**src/rtl/ahci_afi_abort_seq_pkg.sv**
```systemverilog
// Shared definitions for the AHCI AFI abort sequencer: state encodings,
// default parameter values, the flusher status bundle and a saturating helper.
package ahci_afi_abort_seq_pkg;

    localparam int QUIET_CYCLES_DEF = 8;
    localparam int TIMEOUT_W_DEF    = 16;
    localparam int RETRY_MAX_DEF    = 2;

    // Encodings are exported on state_dbg, so debug tooling depends on them.
    localparam logic [2:0] ST_IDLE  = 3'd0;
    localparam logic [2:0] ST_FENCE = 3'd1;
    localparam logic [2:0] ST_FLUSH = 3'd2;
    localparam logic [2:0] ST_WAIT  = 3'd3;
    localparam logic [2:0] ST_CHECK = 3'd4;
    localparam logic [2:0] ST_DONE  = 3'd5;
    localparam logic [2:0] ST_FAIL  = 3'd6;

    typedef struct packed {
        logic done;
        logic busy;
        logic dirty;
        logic mismatch;
    } flush_status_t;

    function automatic logic [15:0] sat_inc16(input logic [15:0] v);
        return (v == 16'hffff) ? v : v + 16'd1;
    endfunction

endpackage

```
**src/rtl/ahci_afi_abort_seq_if.sv**
```systemverilog
// Signal bundle between the abort sequencer (master) and its environment:
// DMA control FSM, AXI HP monitor taps and the axi_hp_abort flusher.
// Statistics outputs exist only when AHCI_AFI_ABORT_STATS_EN is defined.
interface ahci_afi_abort_seq_if;

    logic       abort_req;
    logic       err_clr;
    logic       dma_busy;
    logic       afi_awvalid;
    logic       afi_arvalid;
    logic       dma_stop;
    logic       flush_abort;
    logic       flush_done;
    logic       flush_busy;
    logic       flush_dirty;
    logic       flush_mismatch;
    logic       abort_ack;
    logic       abort_err;
    logic       abort_busy;
    logic [2:0] state_dbg;
`ifdef AHCI_AFI_ABORT_STATS_EN
    logic [15:0] stat_aborts;
    logic [15:0] stat_timeouts;
    logic [15:0] stat_fails;
`endif

    modport master (
        input  abort_req, err_clr, dma_busy, afi_awvalid, afi_arvalid,
        input  flush_done, flush_busy, flush_dirty, flush_mismatch,
        output dma_stop, flush_abort, abort_ack, abort_err, abort_busy,
        output state_dbg
`ifdef AHCI_AFI_ABORT_STATS_EN
        , output stat_aborts, stat_timeouts, stat_fails
`endif
    );

    modport slave (
        output abort_req, err_clr, dma_busy, afi_awvalid, afi_arvalid,
        output flush_done, flush_busy, flush_dirty, flush_mismatch,
        input  dma_stop, flush_abort, abort_ack, abort_err, abort_busy,
        input  state_dbg
`ifdef AHCI_AFI_ABORT_STATS_EN
        , input stat_aborts, stat_timeouts, stat_fails
`endif
    );

endinterface

```
**src/rtl/ahci_afi_abort_seq_quiet.sv**
```systemverilog
// Quiet-window detector: counts consecutive idle cycles while enabled and
// pulses quiet on the QUIET_CYCLES-th consecutive idle cycle.
module ahci_afi_quiet_det #(
    parameter int QUIET_CYCLES = 8
) (
    input  logic hclk,
    input  logic hrst_n,
    input  logic enable,
    input  logic activity,
    output logic quiet
);

    localparam logic [7:0] LAST = 8'(QUIET_CYCLES - 1);

    logic [7:0] cnt_q;

    // The current cycle must itself be idle, so the window is cnt_q prior idle cycles plus this one.
    assign quiet = enable && !activity && (cnt_q == LAST);

    // NOTE: registers are written with <= so every flop samples pre-edge values regardless of block order.
    always_ff @(posedge hclk or negedge hrst_n) begin
        if (!hrst_n) begin
            cnt_q <= '0;
        end else if (!enable || activity) begin
            cnt_q <= '0;
        end else if (cnt_q != 8'hff) begin
            cnt_q <= cnt_q + 8'd1;
        end
    end

endmodule

```
**src/rtl/ahci_afi_abort_seq.sv**
```systemverilog
// AHCI AFI abort sequencer: fences the DMA engine, waits for a quiet AXI HP
// address bus, then issues and supervises a flush of the axi_hp_abort flusher.
// Statistics counters are built only when AHCI_AFI_ABORT_STATS_EN is defined.
module ahci_afi_abort_seq
    import ahci_afi_abort_seq_pkg::*;
#(
    parameter int QUIET_CYCLES = QUIET_CYCLES_DEF,
    parameter int TIMEOUT_W    = TIMEOUT_W_DEF,
    parameter int RETRY_MAX    = RETRY_MAX_DEF
) (
    input  logic                 hclk,
    input  logic                 hrst_n,
    ahci_afi_abort_seq_if.master bus
);

    localparam logic [TIMEOUT_W-1:0] TMO_MAX   = {TIMEOUT_W{1'b1}};
    localparam logic [TIMEOUT_W-1:0] TMO_LAST  = TMO_MAX - TIMEOUT_W'(1);
    localparam logic [2:0]           RETRY_LIM = 3'(RETRY_MAX);

    logic [2:0]           state_q;
    logic [2:0]           state_nxt;
    logic [2:0]           retry_q;
    logic [TIMEOUT_W-1:0] tmo_q;
    logic                 pending_q;
    logic                 abort_err_q;
    logic                 quiet;
    logic                 activity;
    logic                 fence_en;
    logic                 tmo_fire;
    flush_status_t        fst;

    assign fst = '{done:     bus.flush_done,
                   busy:     bus.flush_busy,
                   dirty:    bus.flush_dirty,
                   mismatch: bus.flush_mismatch};

    assign activity = bus.dma_busy | bus.afi_awvalid | bus.afi_arvalid;
    assign fence_en = (state_q == ST_FENCE);

    ahci_afi_quiet_det #(
        .QUIET_CYCLES (QUIET_CYCLES)
    ) u_quiet_det (
        .hclk     (hclk),
        .hrst_n   (hrst_n),
        .enable   (fence_en),
        .activity (activity),
        .quiet    (quiet)
    );

    // The counter would reach all-ones on this edge; a coincident flush_done takes precedence.
    assign tmo_fire = (state_q == ST_WAIT) && !fst.done && (tmo_q == TMO_LAST);

    // NOTE: state_nxt gets a default before the case so no path leaves it unassigned and no latch is inferred.
    always_comb begin
        state_nxt = state_q;
        case (state_q)
            ST_IDLE: begin
                if (bus.abort_req || pending_q) begin
                    state_nxt = ST_FENCE;
                end
            end
            ST_FENCE: begin
                if (quiet) begin
                    state_nxt = ST_FLUSH;
                end
            end
            ST_FLUSH: state_nxt = ST_WAIT;
            ST_WAIT: begin
                if (fst.done) begin
                    state_nxt = ST_CHECK;
                end else if (tmo_fire) begin
                    state_nxt = (retry_q < RETRY_LIM) ? ST_FLUSH : ST_FAIL;
                end
            end
            ST_CHECK: state_nxt = (fst.mismatch || fst.dirty) ? ST_FAIL : ST_DONE;
            ST_DONE:  state_nxt = ST_IDLE;
            ST_FAIL:  state_nxt = ST_IDLE;
            default:  state_nxt = ST_IDLE;
        endcase
    end

    always_ff @(posedge hclk or negedge hrst_n) begin
        if (!hrst_n) begin
            state_q <= ST_IDLE;
        end else begin
            state_q <= state_nxt;
        end
    end

    always_ff @(posedge hclk or negedge hrst_n) begin
        if (!hrst_n) begin
            retry_q <= '0;
        end else if (state_q == ST_IDLE && state_nxt == ST_FENCE) begin
            retry_q <= '0;
        end else if (tmo_fire && retry_q < RETRY_LIM && retry_q != 3'd7) begin
            retry_q <= retry_q + 3'd1;
        end
    end

    always_ff @(posedge hclk or negedge hrst_n) begin
        if (!hrst_n) begin
            tmo_q <= '0;
        end else if (state_q == ST_FLUSH) begin
            tmo_q <= '0;
        end else if (state_q == ST_WAIT && tmo_q != TMO_MAX) begin
            tmo_q <= tmo_q + TIMEOUT_W'(1);
        end
    end

    // Any request arriving outside IDLE folds into one bit; IDLE always consumes it.
    always_ff @(posedge hclk or negedge hrst_n) begin
        if (!hrst_n) begin
            pending_q <= 1'b0;
        end else if (state_q == ST_IDLE) begin
            pending_q <= 1'b0;
        end else if (bus.abort_req) begin
            pending_q <= 1'b1;
        end
    end

    // Set on FAIL entry so abort_err is already valid alongside abort_ack; setting beats err_clr.
    always_ff @(posedge hclk or negedge hrst_n) begin
        if (!hrst_n) begin
            abort_err_q <= 1'b0;
        end else if (state_nxt == ST_FAIL || state_q == ST_FAIL) begin
            abort_err_q <= 1'b1;
        end else if (bus.err_clr) begin
            abort_err_q <= 1'b0;
        end
    end

    // Outputs decode the state register, so reset removes them without waiting for a clock.
    assign bus.dma_stop    = (state_q != ST_IDLE);
    assign bus.abort_busy  = (state_q != ST_IDLE);
    assign bus.flush_abort = (state_q == ST_FLUSH) && !fst.busy;
    assign bus.abort_ack   = (state_q == ST_DONE) || (state_q == ST_FAIL);
    assign bus.abort_err   = abort_err_q;
    assign bus.state_dbg   = state_q;

`ifdef AHCI_AFI_ABORT_STATS_EN
    logic [15:0] stat_aborts_q;
    logic [15:0] stat_timeouts_q;
    logic [15:0] stat_fails_q;
    logic        fail_entry;

    assign fail_entry = (state_nxt == ST_FAIL) && (state_q != ST_FAIL);

    always_ff @(posedge hclk or negedge hrst_n) begin
        if (!hrst_n) begin
            stat_aborts_q   <= '0;
            stat_timeouts_q <= '0;
            stat_fails_q    <= '0;
        end else if (bus.err_clr) begin
            stat_aborts_q   <= '0;
            stat_timeouts_q <= '0;
            stat_fails_q    <= '0;
        end else begin
            if (bus.abort_ack) begin
                stat_aborts_q <= sat_inc16(stat_aborts_q);
            end
            if (tmo_fire) begin
                stat_timeouts_q <= sat_inc16(stat_timeouts_q);
            end
            if (fail_entry) begin
                stat_fails_q <= sat_inc16(stat_fails_q);
            end
        end
    end

    assign bus.stat_aborts   = stat_aborts_q;
    assign bus.stat_timeouts = stat_timeouts_q;
    assign bus.stat_fails    = stat_fails_q;
`endif

endmodule

```
**src/flat_wrapper.sv**
```systemverilog
// flat-port wrapper written by rule: the top's interface ports become plain ports
module ahci_afi_abort_seq_flat import ahci_afi_abort_seq_pkg::*;
#(
    parameter int QUIET_CYCLES = QUIET_CYCLES_DEF,
    parameter int TIMEOUT_W    = TIMEOUT_W_DEF,
    parameter int RETRY_MAX    = RETRY_MAX_DEF
)
  (hclk, hrst_n, bus_abort_req, bus_err_clr, bus_dma_busy, bus_afi_awvalid, bus_afi_arvalid, bus_flush_done, bus_flush_busy, bus_flush_dirty, bus_flush_mismatch, bus_dma_stop, bus_flush_abort, bus_abort_ack, bus_abort_err, bus_abort_busy, bus_state_dbg);
  ahci_afi_abort_seq_if bus_i ();
  input  logic hclk;
  input  logic hrst_n;
  input wire logic [$bits(bus_i.abort_req)-1:0] bus_abort_req;
  input wire logic [$bits(bus_i.err_clr)-1:0] bus_err_clr;
  input wire logic [$bits(bus_i.dma_busy)-1:0] bus_dma_busy;
  input wire logic [$bits(bus_i.afi_awvalid)-1:0] bus_afi_awvalid;
  input wire logic [$bits(bus_i.afi_arvalid)-1:0] bus_afi_arvalid;
  input wire logic [$bits(bus_i.flush_done)-1:0] bus_flush_done;
  input wire logic [$bits(bus_i.flush_busy)-1:0] bus_flush_busy;
  input wire logic [$bits(bus_i.flush_dirty)-1:0] bus_flush_dirty;
  input wire logic [$bits(bus_i.flush_mismatch)-1:0] bus_flush_mismatch;
  output wire logic [$bits(bus_i.dma_stop)-1:0] bus_dma_stop;
  output wire logic [$bits(bus_i.flush_abort)-1:0] bus_flush_abort;
  output wire logic [$bits(bus_i.abort_ack)-1:0] bus_abort_ack;
  output wire logic [$bits(bus_i.abort_err)-1:0] bus_abort_err;
  output wire logic [$bits(bus_i.abort_busy)-1:0] bus_abort_busy;
  output wire logic [$bits(bus_i.state_dbg)-1:0] bus_state_dbg;
  assign bus_i.abort_req = bus_abort_req;
  assign bus_i.err_clr = bus_err_clr;
  assign bus_i.dma_busy = bus_dma_busy;
  assign bus_i.afi_awvalid = bus_afi_awvalid;
  assign bus_i.afi_arvalid = bus_afi_arvalid;
  assign bus_i.flush_done = bus_flush_done;
  assign bus_i.flush_busy = bus_flush_busy;
  assign bus_i.flush_dirty = bus_flush_dirty;
  assign bus_i.flush_mismatch = bus_flush_mismatch;
  assign bus_dma_stop = bus_i.dma_stop;
  assign bus_flush_abort = bus_i.flush_abort;
  assign bus_abort_ack = bus_i.abort_ack;
  assign bus_abort_err = bus_i.abort_err;
  assign bus_abort_busy = bus_i.abort_busy;
  assign bus_state_dbg = bus_i.state_dbg;
  ahci_afi_abort_seq #(.QUIET_CYCLES(QUIET_CYCLES), .TIMEOUT_W(TIMEOUT_W), .RETRY_MAX(RETRY_MAX)) u_core (.hclk(hclk), .hrst_n(hrst_n), .bus(bus_i));
endmodule
```
**config.mk**
```make
export PLATFORM = sky130hd
export DESIGN_NAME = ahci_afi_abort_seq_flat
export DESIGN_NICKNAME = d
export VERILOG_FILES = /design/src/rtl/ahci_afi_abort_seq_pkg.sv /design/src/rtl/ahci_afi_abort_seq_if.sv /design/src/rtl/ahci_afi_abort_seq_quiet.sv /design/src/rtl/ahci_afi_abort_seq.sv /design/src/flat_wrapper.sv
export SDC_FILE = /design/constraint.sdc
export NUM_CORES = 1
export LEC_CHECK = 0
export ABC_AREA = 1
export ABC_CLOCK_PERIOD_IN_PS = 2810
export BUFFER_PORTS_ARGS = -buffer_cell sky130_fd_sc_hd__buf_2
export CELL_PAD_IN_SITES_DETAIL_PLACEMENT = 0
export CELL_PAD_IN_SITES_GLOBAL_PLACEMENT = 1
export CORE_ASPECT_RATIO = 1.75
export CORE_MARGIN = 3
export CORE_UTILIZATION = 46
export DETAILED_ROUTE_END_ITERATION = 8
export MAX_ROUTING_LAYER = met4
export PLACE_DENSITY = 0.89
export SYNTH_ARGS = -nofsm -noshare
export SYNTH_HDL_FRONTEND = slang
export SYNTH_SLANG_ARGS = --single-unit
```
**constraint.sdc**
```tcl
create_clock -name hclk -period 2.81 [get_ports hclk]
set_input_delay 0.281 -clock hclk [delete_from_list [all_inputs] [get_ports hclk]]
set_output_delay 0.281 -clock hclk [all_outputs]
set_load 0.01 [all_outputs]
```
==> results of run 1 <==
[cell families after synthesis]
kind of cell	count (synthesis)	synth area share
compound gates	35	0.105
simple gates	161	0.345
fa+ha+maj	5	0.0320
flops	32	0.409
buf+inv	37	0.0780
xor+xnor	7	0.0313
[worst paths after layout]
| check | end | start | slack (ps) | cells past startpoint |
|---|---|---|---|---|
| worst min register to register | u_core.pending_q$_DFFE_PN0P_ | u_core.pending_q$_DFFE_PN0P_ | 520 | 2 |
| worst min-delay path | u_core.pending_q$_DFFE_PN0P_ | hrst_n | 70 | 1 |
| worst max register to register | u_core.tmo_q[8]$_DFFE_PN0P_ | u_core.tmo_q[0]$_DFFE_PN0P_ | 890 | 8 |
| min in group hclk | u_core.pending_q$_DFFE_PN0P_ | bus_abort_req | 250 | 3 |
| max in group asynchronous | u_core.retry_q[1]$_DFFE_PN0P_ | hrst_n | 2260 | 1 |
| worst max-delay path | u_core.tmo_q[8]$_DFFE_PN0P_ | u_core.tmo_q[0]$_DFFE_PN0P_ | 890 | 8 |
[worst register-to-register path, cell delays in order (launching register included)]
cell,delay (ps)
dfrtp_1,400
ha_1,230
nand3_1,170
inv_2,110
nand2_2,70
o21ai_2,260
nand2_2,190
clkinv_2,240
o21ai_0,130
[per-stage QoR]
| stage | instances | setup WS (ps) |
|---|---|---|
| 2_1_floorplan | 277 | 1220 |
| 3_3_place_gp | 340 | 938 |
| 3_5_place_dp | 340 | 909 |
| 4_1_cts | 345 | 890 |
| 5_1_grt | 345 | 709 |
| 6_report | 345 | 890 |
[cell type report]
class                           instances  area (um2)
Tap cell                               48        60.1
Fill cell                             416        1820
Clock buffer                            5        68.8
Inverter                               33         125
Timing Repair Buffer                   19        97.6
Sequential cell                        32         801
Multi-Input combinational cell        208        1000
[per-layer routing]
| layer | part of all wire | up-vias | track usage | wire [um] |
|---|---|---|---|---|
| met3 | 0.026 | 7 | 0.0338 | 112 |
| met4 | 0.020 | 0 | 0.0852 | 88 |
| met1 | 0.44 | 819 | 0.200 | 1900 |
| met5 | 0 | - | - | 0 |
| li1 | - | 928 | - | - |
| met2 | 0.52 | 19 | 0.341 | 2260 |
[cell usage in the layout, fill, tap and decap left out]
master / count
clkinv_2: 1
a21oi_1: 7
dfrtp_1: 32
o31ai_1: 2
nand2_2: 2
buf_4: 1
nand3_1: 24
ha_1: 5
nand2_1: 74
nand4_1: 6
nor2_2: 1
xnor2_1: 1
buf_2: 18
o21ai_0: 17
o21bai_1: 3
o21ai_2: 2
o32ai_1: 1
inv_2: 1
nor3_1: 5
nor2_1: 45
clkbuf_8: 5
a31oi_1: 2
nor3b_1: 1
inv_1: 31
xor2_1: 6
or2_2: 3
a2bb2oi_1: 1
[registers in the layout (all words and copies together) (netlist names)]
| register | flops |
|---|---|
| u_core.bus.abort_err | 1 |
| u_core.tmo_q | 16 |
| u_core.bus.state_dbg | 3 |
| u_core.u_quiet_det.cnt_q | 8 |
| u_core.pending_q | 1 |
| u_core.retry_q | 3 |
[power by group through the flow]
| stage | registers, mW | clock network (mW) | logic [mW] |
|---|---|---|---|
| global route | 0.462 | 0.349 | 0.0274 |
| finish | 0.462 | 0.320 | 0.0231 |
| floorplan | 0.470 | 0 | 0.00655 |
| CTS | 0.462 | 0.333 | 0.0240 |
| detailed placement | 0.470 | 0 | 0.0239 |
| global placement | 0.470 | 0 | 0.0240 |
==> flow_summary.rst, run 1 <==
.. list-table::
   :header-rows: 1

   * - Metric
     - Value
   * - Run status
     - complete, no violations
   * - CP Buf/Inv Count
     - 2
   * - Insertion delay to the later sink of the worst-skew pair
     - 280 ps
   * - Post-synthesis instance area
     - 1960 um2
   * - Syn nets
     - 293
   * - Worst supply voltage drop on vdd
     - 247 uV
   * - Crit-path most repeated cell
     - nand2_2
   * - Initial Utilization
     - 0.492
   * - Delay of the slowest cell on the worst path
     - 400 ps
   * - Syn Inst Count
     - 277
   * - Iteration-0 DRC count of the detailed router
     - 34
   * - Final Wtd Congestion
     - 0.825
   * - Portion of total power attributed to combinational logic
     - 0.029
   * - Ys Warns
     - 0
   * - Area share of the leading cell type in the synthesized netlist
     - 0.409
   * - PD cells
     - 373 nW/um2
   * - Floorplan die area
     - 5100 um2
   * - Slew headroom
     - 0.494
   * - Delay-heaviest family, CP
     - simple AND/OR/NAND/NOR gates
   * - Die W
     - 55.3 um
   * - Worst hold-check slack
     - 65.2 ps
   * - Share of layout cells above drive strength 1
     - 0.114
   * - Register clock-pin slew on the reported worst setup and hold paths
     - 60 ps
   * - Fraction of power consumed by sequential logic
     - 0.574
   * - Max clock buf depth
     - 2
   * - Maximum number of pins on one net before global-route repair
     - 33
   * - Clock tree from TritonCTS
     - done
   * - Upper clock frequency limit
     - 521 MHz
   * - Number of global-route vias before repair
     - 1761
   * - Total of cells resized after clock tree synthesis
     - 0
   * - Clock tree root buffer cell
     - clkbuf_8
   * - Final count of hold timing violations
     - 0
   * - Master of the slowest instance on the critical path
     - dfrtp_1
   * - Cell types occupying the most area after synthesis
     - dfrtp_1 41%, nand2_1 14%, nor2_1 8.6%
   * - Min-delay worst type
     - in -> async
   * - Number of distinct library cells after synthesis
     - 28
   * - Clock Sinks
     - 32
   * - First-pass GRT wire length
     - 7.50 mm
   * - Average footprint of a synthesized cell
     - 7.06 um2
   * - Post-Route Utilization
     - 0.542
   * - EDFF count, synth
     - 0
   * - Post-route cell area
     - 2160 um2
   * - Wire length per cell after detailed routing
     - 12.6 um
   * - ANT cells
     - 0
   * - Number of synthesized register bits
     - 32
   * - Final sum of negative setup slack
     - 0 ps
   * - Post-placement cell area
     - 2090 um2
   * - Overall power
     - 0.805 mW
   * - Number of pins with negative max-slew slack in the final report
     - 0
   * - Height of the die
     - 92.3 um
   * - Cell Chain, Critical Path
     - ha_1 > nand3_1 > inv_2 > nand2_2 > o21ai_2 > nand2_2 > clkinv_2 > o21ai_0
   * - Sort of element at the end of the critical path
     - flip-flop
   * - Final antenna-violating net count
     - 0
   * - Routed Wire Length
     - 4.36 mm
   * - Buffers inserted during post-CTS setup optimization
     - 0
   * - Crit start category
     - flip-flop
   * - Top FF cell, synth
     - dfrtp_1
   * - Classification of the worst setup path
     - reg -> reg
   * - Static power due to leakage
     - 1.01 nW
   * - Fraction of the yosys area taken by sequential cells
     - 0.409
   * - Slew at the pin closest to its max-slew limit
     - 759 ps
   * - Number of H-tree branching levels
     - 2
   * - Signed area change from the synthesized netlist to the final layout
     - 10.2%
   * - Internal power
     - 0.628 mW
   * - Max cap viols
     - 0
   * - Initial DRT Pass Iterations
     - 4
   * - Arrival time of the worst setup path
     - 2080 ps
   * - Average vias per placed instance
     - 5.14
   * - Net switching component of the power
     - 0.177 mW
   * - Initial antenna violation count
     - 0
   * - Peak fanout along the critical path
     - 17
   * - Vias
     - 1773
   * - Switching share of power
     - 0.219
   * - Most frequent cell after synthesis
     - nand2_1
   * - Sum of net half-perimeters after detailed placement
     - 3.18 mm
   * - Part of the total power dissipated in the clock network
     - 0.397
   * - Period utilisation layout
     - 0.683
   * - Setup violators final
     - 0
   * - Setup repair after global routing missed its margin
     - false
   * - Num rows
     - 30
   * - Hold-fix buffer count after cts
     - 0
   * - GRT Overall Usage
     - 0.190
   * - Cell taking the most area after synthesis
     - dfrtp_1
   * - Number of buffers added by the clock tree synthesis step
     - 5
   * - Tmin final
     - 1920 ps
   * - I/O Buffers
     - 18
   * - List of most frequent post-synthesis cells
     - 74 x nand2_1, 45 x nor2_1, 32 x dfrtp_1
   * - Core area
     - 3980 um2
   * - DRC violation count after routing
     - 0
   * - Gr ovfl total
     - 0
   * - Proportion of synthesized flip-flops having asynchronous set or reset
     - 1.00
   * - Final Net Count
     - 315
   * - I/O pin total
     - 19
   * - Crit path required time
     - 2970 ps
   * - Post-Route Skew
     - 2.84 ps
(Power assumes the default switching activity.)
==> run 2, diff against run 1 <==
--- a/config.mk
+++ b/config.mk
@@ -5,17 +5,17 @@
 export SDC_FILE = /design/constraint.sdc
 export NUM_CORES = 1
 export LEC_CHECK = 0
-export ABC_AREA = 1
-export ABC_CLOCK_PERIOD_IN_PS = 2810
+export ABC_AREA = 0
+export ABC_CLOCK_PERIOD_IN_PS = 1700
 export BUFFER_PORTS_ARGS = -buffer_cell sky130_fd_sc_hd__buf_2
 export CELL_PAD_IN_SITES_DETAIL_PLACEMENT = 0
 export CELL_PAD_IN_SITES_GLOBAL_PLACEMENT = 1
 export CORE_ASPECT_RATIO = 1.75
 export CORE_MARGIN = 3
-export CORE_UTILIZATION = 46
+export CORE_UTILIZATION = 40
 export DETAILED_ROUTE_END_ITERATION = 8
 export MAX_ROUTING_LAYER = met4
-export PLACE_DENSITY = 0.89
+export PLACE_DENSITY = 0.78
 export SYNTH_ARGS = -nofsm -noshare
 export SYNTH_HDL_FRONTEND = slang
 export SYNTH_SLANG_ARGS = --single-unit
==> constraint.sdc (replaced) <==
create_clock -name hclk -period 1.7 [get_ports hclk]
set_input_delay 0.17 -clock hclk [delete_from_list [all_inputs] [get_ports hclk]]
set_output_delay 0.17 -clock hclk [all_outputs]
set_load 0.01 [all_outputs]
==> run 2 against run 1 <==
Effect of this change:
- the run now ends with negative setup slack left
- sequential power up 67%
- routed wire length up 1.9%
- utilization up 0.51 points
- critical endpoint is now u_core.tmo_q[9]$_DFFE_PN0P_
- combinational power increased to 3.2 times the previous value
- via count decreased by 4.6%
- area after synthesis is 6.5% lower
- largest power group unchanged
- critical path depth fell by 3
==> flow_summary.rst, run 2 <==
.. list-table::
   :header-rows: 1

   * - Metric
     - Value
   * - Syn nets
     - 211
   * - Clock Sinks
     - 32
   * - EDFF count, synth
     - 0
   * - Sum of net half-perimeters after detailed placement
     - 3.17 mm
   * - Post-synthesis instance area
     - 1830 um2
   * - First-pass GRT wire length
     - 7.27 mm
   * - I/O pin total
     - 19
   * - Cell types occupying the most area after synthesis
     - dfrtp_1 44%, nor2_1 3.9%, ha_1 3.4%
   * - Syn Inst Count
     - 195
   * - Classification of the worst setup path
     - reg -> reg
   * - Most frequent cells in the layout
     - 35 x buf_4, 31 x dfrtp_1, 18 x nor2_1, 18 x buf_2, 13 x nand2_1
   * - Slew at the pin closest to its max-slew limit
     - 733 ps
   * - Multiplexer area fraction after synthesis
     - 0.0273
   * - Slew headroom
     - 0.511
   * - Number of filler cells placed in the layout
     - 434
   * - Run status
     - complete, but fails checks
   * - Sort of element at the end of the critical path
     - flip-flop
   * - Top FF cell, synth
     - dfrtp_1
   * - Final worst setup slack
     - -30.3 ps
   * - Routed Wire Length
     - 4.44 mm
   * - Worst supply voltage drop on vdd
     - 507 uV
   * - Min-delay worst type
     - in -> reg
   * - Highest routed metal layer
     - met4
   * - Worst hold-check slack
     - 110 ps
   * - Num rows
     - 32
   * - Post-Route Skew
     - 5.71 ps
   * - Most frequent cell after synthesis
     - dfrtp_1
   * - Arrival time of the worst setup path
     - 1940 ps
   * - Clock tree root buffer cell
     - clkbuf_8
   * - Maximum number of pins on one net before global-route repair
     - 33
   * - Iteration-0 DRC count of the detailed router
     - 31
   * - Post-Route Utilization
     - 0.547
   * - Compound-cell area share of the yosys netlist
     - 0.155
   * - Floorplan die area
     - 5460 um2
   * - Signed area change from the synthesized netlist to the final layout
     - 31.6%
   * - Final count of hold timing violations
     - 0
   * - Tmin final
     - 1730 ps
   * - Number of distinct library cells after synthesis
     - 47
   * - Peak fanout along the critical path
     - 6
   * - Final Net Count
     - 267
   * - I/O Buffers
     - 18
   * - Number of pins with negative max-slew slack in the final report
     - 0
   * - Final Instance Count excl. Fillers
     - 303
   * - Overall power
     - 1.46 mW
   * - Registers with the most flip-flops
     - u_core.tmo_q: 16 flops, u_core.u_quiet_det.cnt_q: 8 flops
   * - GRT Overall Usage
     - 0.178
   * - Post-Place Setup Slack
     - -54.9 ps
   * - Gr ovfl total
     - 0
   * - Max cap viols
     - 0
   * - Area share of the leading cell type in the synthesized netlist
     - 0.437
   * - Ys Warns
     - 0
   * - Proportion of synthesized flip-flops having asynchronous set or reset
     - 1.00
   * - Initial antenna violation count
     - 0
   * - Synthesized-area fraction occupied by and/or/nand/nor cells
     - 0.293
   * - DRC violation count after routing
     - 0
   * - Average vias per placed instance
     - 5.58
   * - Core area
     - 4400 um2
   * - Setup violators final
     - 3
   * - Met3 Routed Length
     - 92 um
   * - Max clock buf depth
     - 2
   * - Number of global-route vias before repair
     - 1600
   * - Met2 Wirelength
     - 2.53 mm
   * - Insertion delay to the later sink of the worst-skew pair
     - 290 ps
   * - Fraction of the yosys area taken by sequential cells
     - 0.437
   * - Number of flip-flops in the largest register
     - 16
   * - Number of H-tree branching levels
     - 2
   * - PD cells
     - 605 nW/um2
   * - Worst setup slack for register-to-register paths
     - -30 ps
   * - Wire length per cell after detailed routing
     - 14.6 um
   * - Period utilisation layout
     - 1.02
   * - Clock tree from TritonCTS
     - done
   * - Average footprint of a synthesized cell
     - 9.39 um2
   * - Wire length on met1
     - 1.73 mm
   * - Height of the die
     - 95.5 um
   * - Final antenna-violating net count
     - 0
   * - Inst Count DP
     - 283
   * - Crit path required time
     - 1910 ps
   * - Static power due to leakage
     - 1.04 nW
   * - Register ranked first by flip-flop count
     - u_core.tmo_q
   * - Register clock-pin slew on the reported worst setup and hold paths
     - 70 ps
   * - Die W
     - 57.1 um
   * - Combinational family with the most area after synthesis
     - simple AND/OR/NAND/NOR gates
   * - Post-Synth XOR/XNOR Area
     - 0.0239
   * - Share of layout cells above drive strength 1
     - 0.337
   * - Cell taking the most area after synthesis
     - dfrtp_1
   * - Crit start category
     - flip-flop
   * - Initial Utilization
     - 0.416
   * - Post-synthesis share of cell area spent on full adders, half adders and majority gates
     - 0.0342
   * - Initial DRT Pass Iterations
     - 4
   * - Number of buffers added by the clock tree synthesis step
     - 5
   * - List of most frequent post-synthesis cells
     - 32 x dfrtp_1, 19 x nor2_1, 13 x nand2_1
   * - Failing checks
     - negative setup slack
   * - Number of synthesized register bits
     - 32
   * - Upper clock frequency limit
     - 578 MHz
   * - Vias
     - 1692
   * - ANT cells
     - 0
   * - Final Wtd Congestion
     - 0.798
   * - Setup repair after global routing missed its margin
     - true
   * - Most common library cell in the layout ignoring fill and taps
     - buf_4
==> run 2: changes by cell type in the layout (fill, tap and decap cells not counted), sizes merged, moves of 7 or more <==
cell / before / now
or3: 0 / 7
buf: 19 / 54
or4: 0 / 8
o21ai: 19 / 7
inv: 32 / 4
nand3: 24 / 7
nand2: 76 / 13
nor2: 46 / 19
==> run 2: worst paths after layout <==
path | start | to | cells past startpoint
min in group asynchronous | hrst_n | u_core.tmo_q[15]$_DFFE_PN0P_ | 2
setup reg to reg | u_core.tmo_q[5]$_DFFE_PN0P_ | u_core.tmo_q[9]$_DFFE_PN0P_ | 5
setup / recovery | u_core.tmo_q[5]$_DFFE_PN0P_ | u_core.tmo_q[9]$_DFFE_PN0P_ | 5
hold / removal | bus_abort_req | u_core.pending_q$_DFFE_PN0P_ | 2
max in group asynchronous | hrst_n | u_core.tmo_q[2]$_DFFE_PN0P_ | 2
hold reg to reg | u_core.pending_q$_DFFE_PN0P_ | u_core.pending_q$_DFFE_PN0P_ | 1
==> run 2: through the flow <==
stage | setup TNS [ps] | cell area (um2)
2_1_floorplan | -106 | 1830
3_3_place_gp | -27.7 | 2140
3_5_place_dp | -54.9 | 2140
4_1_cts | -58.8 | 2250
5_1_grt | -983 | 2410
6_report | -80.8 | 2410
==> run 2: area by class of cell <==
class | instances | area, um2 | share of cell area
tap | 51 | 63.8 | 0.0265
multi-input combinational | 152 | 1050 | 0.436
timing repair buffer | 56 | 385 | 0.160
inverter | 4 | 15.0 | 0.00623
clock buffer | 6 | 82.6 | 0.0343
sequential | 32 | 802 | 0.333
clock inverter | 2 | 10.0 | 0.00416
==> run 2: report_power, final <==
part,switching [mW],internal (mW)
combinational,0.0425,0.0321
clock,0.290,0.323
sequential,0.00377,0.767
==> run 2: cell families (layout without fill, tap and decap cells) <==
logic type,Yosys count,count (layout)
and+or+nand+nor,94,94
AOI/OAI and AO/OA,43,43
DFF,32,32
buffers and inverters,11,68
adders and majority gates,5,5
xor gates and xnor gates,5,5
muxes,5,5
==> run 2: what timing repair did <==
action                                  CTS  global route
hold buffers                              1             0
gates cloned                              0             1
buffers inserted                          1             9
pin swaps                                 3             7
endpoints found under the setup margin    3            15
gates resized for setup                   0            19
hold endpoints to repair                 32             0
==> run 2: worst max-delay path, cell delays in order, from the launching register on <==
cell and delay, ps:
dfrtp_1 410, nand4_1 250, nor4_2 100, clkdlybuf4s15_2 270, or4_1 470, a21oi_1 140
==> run 2: routing by layer <==
metal  vias up  global-route usage
li1        850                   -
met1       820               0.189
met2        15               0.313
met3         7              0.0325
met4         0              0.0870
met5         -                   -
